### config.mk
export PLATFORM = sky130hd
export DESIGN_NAME = mm_bram_adapter
export DESIGN_NICKNAME = d
export VERILOG_FILES = /design/src/rtl/mm_pkg.sv /design/src/rtl/mm_rd_valid_pipe.sv /design/src/rtl/mm_bram_adapter.sv
export SDC_FILE = /design/constraint.sdc
export NUM_CORES = 1
export LEC_CHECK = 0
export ABC_AREA = 1
export CAP_MARGIN = 0
export CORE_MARGIN = 2
export CORE_UTILIZATION = 38
export DETAILED_ROUTE_END_ITERATION = 12
export MAX_ROUTING_LAYER = met4
export PLACE_DENSITY = 0.87
export SYNTH_ARGS = -nofsm -noshare
export SYNTH_HDL_FRONTEND = slang
export SYNTH_HIERARCHICAL = 1
export SYNTH_SLANG_ARGS = --single-unit
### constraint.sdc
create_clock -name clock_i -period 2.36 [get_ports clock_i]
set_clock_uncertainty 0.15 [all_clocks]
set_input_delay 0.708 -clock clock_i [delete_from_list [all_inputs] [get_ports clock_i]]
set_output_delay 0.708 -clock clock_i [all_outputs]
set_load 0.05 [all_outputs]
### src/rtl/mm_pkg.sv
// mm_pkg: shared types and helpers for mm_bram_adapter.
// FSM state enum, parameter legality check, address shift.
package mm_pkg;

  typedef enum logic [2:0] {
    IDLE,
    LAUNCH,
    RUN,
    DRAIN,
    DONE
  } mm_state_e;

  function automatic bit mm_params_ok(
    input int bw,
    input int lw,
    input int rl
  );
    return ((bw == 32) || (bw == 64)) &&
           (lw >= 1) && (lw <= bw) &&
           ((rl == 1) || (rl == 2));
  endfunction

  // Word address to byte address: log2(bytes per BRAM word).
  function automatic int mm_addr_shift(input int bw);
    return (bw == 64) ? 3 : 2;
  endfunction

endpackage

### src/rtl/mm_rd_valid_pipe.sv
// mm_rd_valid_pipe: LATENCY-deep read-valid token shift register.
// i_token in, o_valid after LATENCY cycles, o_pending = token in an earlier stage.
module mm_rd_valid_pipe
  import mm_pkg::*;
#(
  parameter int LATENCY = 1
) (
  input  logic i_clk,
  input  logic i_rst,
  input  logic i_token,
  output logic o_valid,
  output logic o_pending
);

  logic [LATENCY-1:0] r_tok;

  always_ff @(posedge i_clk) begin
    if (i_rst) begin
      r_tok <= '0;
    end else begin
      r_tok[0] <= i_token;
      for (int k = 1; k < LATENCY; k++) begin
        r_tok[k] <= r_tok[k-1];
      end
    end
  end

  assign o_valid = r_tok[LATENCY-1];

  // A token in the last stage is being delivered this cycle,
  // so only the stages before it still count as in flight.
  always_comb begin
    o_pending = 1'b0;
    for (int k = 0; k < LATENCY - 1; k++) begin
      o_pending = o_pending | r_tok[k];
    end
  end

endmodule

### src/rtl/mm_bram_adapter.sv
// mm_bram_adapter: run control for a multiplier core plus its BRAM master.
// Host: start_i/done_o/busy_o/cycle_count_o. Core: core_* word requests,
// core_dout_o/core_dout_valid_o. BRAM: BRAM_* byte-addressed master port.
module mm_bram_adapter
  import mm_pkg::*;
#(
  parameter int          BRAM_WIDTH   = 32,
  parameter int          LIMB_WIDTH   = 17,
  parameter int          READ_LATENCY = 1,
  parameter logic [31:0] ADDR_BASE    = 32'h0
) (
  input  logic                    clock_i,
  input  logic                    reset_i,
  input  logic                    start_i,
  output logic                    done_o,
  output logic                    busy_o,
  output logic [31:0]             cycle_count_o,
  output logic                    core_start_o,
  input  logic                    core_done_i,
  input  logic [31:0]             core_addr_i,
  input  logic                    core_en_i,
  input  logic                    core_we_i,
  input  logic [LIMB_WIDTH-1:0]   core_din_i,
  output logic [LIMB_WIDTH-1:0]   core_dout_o,
  output logic                    core_dout_valid_o,
  input  logic [BRAM_WIDTH-1:0]   BRAM_dout_i,
  output logic [BRAM_WIDTH-1:0]   BRAM_din_o,
  output logic [BRAM_WIDTH/8-1:0] BRAM_we_o,
  output logic [31:0]             BRAM_addr_o,
  output logic                    BRAM_clock_o,
  output logic                    BRAM_reset_o,
  output logic                    BRAM_en_o
);

  localparam int ShiftC = mm_addr_shift(BRAM_WIDTH);
  localparam int WeW    = BRAM_WIDTH / 8;

  if (!mm_params_ok(BRAM_WIDTH, LIMB_WIDTH, READ_LATENCY)) begin : g_bad_params
    $error("mm_bram_adapter: illegal BRAM_WIDTH/LIMB_WIDTH/READ_LATENCY");
  end

  mm_state_e              r_state;
  mm_state_e              w_next;
  logic                   w_busy;
  logic                   w_start_acc;
  logic                   w_en;
  logic                   w_rd;
  logic                   w_valid;
  logic                   w_pending;
  logic                   r_done;
  logic [31:0]            r_count;
  logic [LIMB_WIDTH-1:0]  r_hold;
  logic                   w_unused_dout;

  assign w_busy = (r_state == LAUNCH) ||
                  (r_state == RUN) ||
                  (r_state == DRAIN);

  assign w_start_acc = (r_state == IDLE) && start_i;

  always_ff @(posedge clock_i) begin
    if (reset_i) begin
      r_state <= IDLE;
    end else begin
      r_state <= w_next;
    end
  end

  always_comb begin
    w_next = r_state;
    unique case (r_state)
      IDLE: begin
        if (start_i) w_next = LAUNCH;
      end
      LAUNCH: begin
        w_next = RUN;
      end
      RUN: begin
        if (core_done_i) w_next = DRAIN;
      end
      DRAIN: begin
        // A read issued in DRAIN itself also holds us here.
        if (!w_pending && !w_rd) w_next = DONE;
      end
      DONE: begin
        w_next = IDLE;
      end
      default: begin
        w_next = IDLE;
      end
    endcase
  end

  always_ff @(posedge clock_i) begin
    if (reset_i) begin
      r_done <= 1'b0;
    end else if (w_start_acc) begin
      r_done <= 1'b0;
    end else if (w_next == DONE) begin
      r_done <= 1'b1;
    end
  end

  always_ff @(posedge clock_i) begin
    if (reset_i) begin
      r_count <= '0;
    end else if (w_start_acc) begin
      r_count <= '0;
    end else if (w_busy && (r_count != '1)) begin
      r_count <= r_count + 32'd1;
    end
  end

  assign w_en = core_en_i & w_busy;
  assign w_rd = w_en & ~core_we_i;

  mm_rd_valid_pipe #(
    .LATENCY (READ_LATENCY)
  ) u_rd_pipe (
    .i_clk     (clock_i),
    .i_rst     (reset_i),
    .i_token   (w_rd),
    .o_valid   (w_valid),
    .o_pending (w_pending)
  );

  // BRAM data is only stable on the valid cycle; keep a copy after it.
  always_ff @(posedge clock_i) begin
    if (reset_i) begin
      r_hold <= '0;
    end else if (w_valid) begin
      r_hold <= BRAM_dout_i[LIMB_WIDTH-1:0];
    end
  end

  assign core_dout_o = w_valid ? BRAM_dout_i[LIMB_WIDTH-1:0] : r_hold;
  assign core_dout_valid_o = w_valid;

  assign w_unused_dout = ^BRAM_dout_i;

  assign done_o        = r_done;
  assign busy_o        = w_busy;
  assign cycle_count_o = r_count;
  assign core_start_o  = (r_state == LAUNCH);

  assign BRAM_en_o    = w_en;
  assign BRAM_we_o    = {WeW{w_en & core_we_i}};
  assign BRAM_addr_o  = ADDR_BASE + (core_addr_i << ShiftC);
  assign BRAM_din_o   = BRAM_WIDTH'(core_din_i);
  assign BRAM_clock_o = clock_i;
  assign BRAM_reset_o = reset_i;

endmodule

# After elaboration in Yosys (flattened, before gate mapping)
# Index checks and enable logic that the tools add are counted.
totals:
  ff_bits: 54
  in_bits: 87
  out_inout_bits: 124
  word_cells: 26
classes:
  add_sub_neg: 1
  eq_ne: 5
  mux: 5
  n_bitwise: 4
  reduce_logical: 6
ops:
  columns: ["op", "count"]
  rows:
  - ["adder 32 x 1 -> 32 bit, second input constant", 1]
  - ["inequality test 32 bit, second input constant", 1]
  - ["2-to-1 mux 17 bit", 1]
  - ["case mux 3 bit (4 select lines)", 1]
  - ["2-to-1 mux 3 bit", 3]
  - ["== test 3 x 2 -> 1 bit, second input constant", 2]
  - ["AND 1 bit", 3]
  - ["== test 3 x 1 -> 1 bit, second input constant", 1]
  - ["== test 3 bit, second input constant", 1]
  - ["zero test 3 bit", 1]
  - ["logical AND 1 bit", 2]
  - ["logical OR 1 bit", 2]
  - ["OR reduction 2 bit", 1]
  - ["inverter 1 bit", 1]

# Logic depth before layout (Yosys ltp)
depth:
  word_depth: 8
  ltp_mapped: 11
  mapped_depth_nobuf: 10

# Cells and area by module
# Netlist, hierarchy kept.
modules_own_cells:
  columns: ["mod", "n_inst", "cells_each", "area_each_um2", "seq_area_each_um2"]
  rows:
  - ["mm_bram_adapter", 1, 538, 3460.8, 1061.0]
  - ["mm_rd_valid_pipe", 1, 5, 41.3, 20.0]

==> results.md <==
* Status: completed
* Number of enable flip-flop cells after synthesis at 0
* # fillers at 899
* P_leak at 1.85 nW
* DP Area at 0.00418 mm2
* Clk slew on worst S/H paths at 0.10 ns
* First-pass GRT wire length at 13400 um
* Cell taking the most area after synthesis: dfxtp_1
* YS warnings at 6
* Register area at 0.00109 mm2
* P_int at 1.44 mW
* Clk network pwr share at 35.2%
* Initial antenna violation count at 0
* Top cells by area, synth: dfxtp_1 31%, nand2_1 20%, buf_4 15%
* Power per Cell Area at 499 mW/mm2
* Yosys reg bits at 54
* Starting density of the core at 38.4%
* Nets@finish at 670
* CTS tree: built
* Layout Cells excl Fill at 694
* IR drop worst, VDD at 0.752 mV
* Number of diodes at 0
* Worst path depth at 4
* Io pins at 211
* Ys flop type: dfxtp_1
* CORE AREA at 0.00911 mm2
* WL/cell at 11.7 um
* Width of the die at 100 um
* Drt initial violations at 157
* Netlist Area Pre-Place at 0.00350 mm2
* Via density at 4.71
* Die Y at 100 um
* Switch share at 34.6%
* Seq pwr share at 42.5%
* Fmax at 429 MHz
* Clk Latency, worst-skew pair at 0.43 ns
* Total GRT Usage at 17.1%
* Total design power at 2.20 mW
* Post-DRT Antenna Nets at 0
* CP Buf/Inv Count at 2
* Hold Crit Class: reg -> reg
* Maximum cell stage delay along the critical path at 0.47 ns
* DRC violations left at 0
* Multi-input gate area at 0.00182 mm2
* Worst path slowest cell: clkdlybuf4s50_1
* Top cells by instance count after synthesis: 191 x nand2_1, 71 x buf_4, 66 x nor2_1
* Fin util at 48.5%
* Slew Limit Fails at 0
* Final setup vio count at 0
* Dpl hpwl at 6130 um
* RSZ-0062 raised after global routing: yes
* Post-synthesis cell type count at 29
* Area share of the largest cell type after synthesis at 30.9%
* Kind of end point of the critical path: output pin
* Placed insts at 681
* Vias at 3268
* Wirelength, routed at 8150 um
* Final instance area at 0.00442 mm2
* MaxCap Viol Count at 0
* Drt first pass iters at 4
* Post-synthesis area per instance at 6.45 um2
* Die footprint at 0.0100 mm2
* Sw Pwr at 763 uW
* Vias in the first global route at 2880
* Fraction of registers with async set/reset at 0%
* Top-count cell post-synth: nand2_1
* Comb pwr share at 22.3%
* Largest net degree at the start of global routing at 27
* Register area share after synthesis at 30.9%
* GPL Wtd Cong at 0.935
* Maximum fanout along the worst path at 2
* Grt total ovfl at 0
* Class of the most critical setup path: in -> out
* Hold depth at 2
* Site row count at 35
* Port Buffer Count at 82
* Critical-path cell list: clkdlybuf4s50_1 > nand2_2 > nand2_2 > buf_12
* Worst Reg-to-Reg Cells at 10
* Crit share post-route at 98.8%
* Worst path required time at 1.50 ns
* Synth Instances at 543
* CTS Hold Buffers Added at 0
* Crit path max-delay family: buffers and inverters
* Layout cells sized above 1 at 24.0%
* Layout area overhead at 26.2%
* Startpoint types: primary input
* Clock period minus worst slack at 2.33 ns
* Arrival time of the worst setup path at 1.47 ns
* Critical Path Most Common Cell: nand2_2
* Final hold viol count at 0
## path summary, 6_finish.rpt
| path | start | to | slack (ns) |
|---|---|---|---|
| setup / recovery | BRAM_dout_i[8] | core_dout_o[8] | 0.03 |
| hold / removal | done_o$_SDFFE_PP0N_ | done_o$_SDFFE_PP0N_ | 0.31 |
| setup reg to reg | cycle_count_o[1]$_SDFFE_PP0P_ | cycle_count_o[19]$_SDFFE_PP0P_ | 0.30 |
| hold reg to reg | done_o$_SDFFE_PP0N_ | done_o$_SDFFE_PP0N_ | 0.31 |
## power groups by stage
stage               Clock, mW  Combinational (mW)  Sequential [mW]
CTS                     0.793               0.482            0.936
detailed placement     0.0978               0.479            0.955
floorplan              0.0914               0.546            0.972
finish                  0.776               0.492            0.936
global route            0.845               0.520            0.938
global placement       0.0978               0.476            0.955
## registers in the layout, summed over array words and instances (netlist names)
| register | count |
|---|---|
| u_rd_pipe/o_valid | 1 |
| r_hold | 17 |
| cycle_count_o | 32 |
| done_o | 1 |
| r_state | 3 |
## worst min-delay path: cells and delay by family, from the launching register on
kind,cells,cell delay [ns]
buffers and inverters,1,0.05
DFF,1,0.32
AOI/OAI and AO/OA,1,0.05
## cells in the final DEF, fill, tap and decap left out, types with 18 or more instances in the layout
cell type / n
a21oi_1: 40
buf_12: 24
buf_4: 48
conb_1: 18
dfxtp_1: 50
inv_1: 35
nand2_1: 161
nand2_2: 33
nand3_1: 18
nor2_1: 64
## cell type report
type,instances,area share (%)
multi-input cells,384,41.1
clock buffers,8,2.52
inverters,39,3.40
repair buffers,95,24.6
well taps,111,3.14
clock inverters,3,0.651
flip-flops and latches,54,24.6
## through the flow
stage          TNS [ns]  setup slack [ns]  hold slack, ns
6_report              0            0.0272           0.308
5_1_grt          -0.108           -0.0264           0.342
4_1_cts               0           0.00212           0.313
3_5_place_dp      -1.46            -0.350           0.295
3_3_place_gp      -1.25            -0.350           0.288
2_1_floorplan         0           0.00241           0.298
## layer usage
layer	routed length (um)	vias up	track usage, %	share of wire (%)
met2	3930	129	26.6	48
met4	161	0	7.48	2.0
li1	-	1672	-	-
met5	0	-	-	0
met1	3520	1447	21.5	43
met3	542	20	3.62	6.6
## what timing repair did
item                       in CTS  in global routing
setup endpoints to repair      23                 19
resized for setup              17                 29
pin swaps                       2                 16
setup buffers                   0                  3
## cell families after synthesis
| kind of cell | synth area share [%] |
|---|---|
| AND/OR/NAND/NOR | 36.2 |
| buffers and inverters | 21.6 |
| AO/OA/AOI/OAI | 7.75 |
| adder cells (fa/ha/maj) | 0.357 |
| flip-flops | 30.9 |
| XOR/XNOR | 3.00 |
| other | 0.214 |
Power figures use the tool's default switching activity.
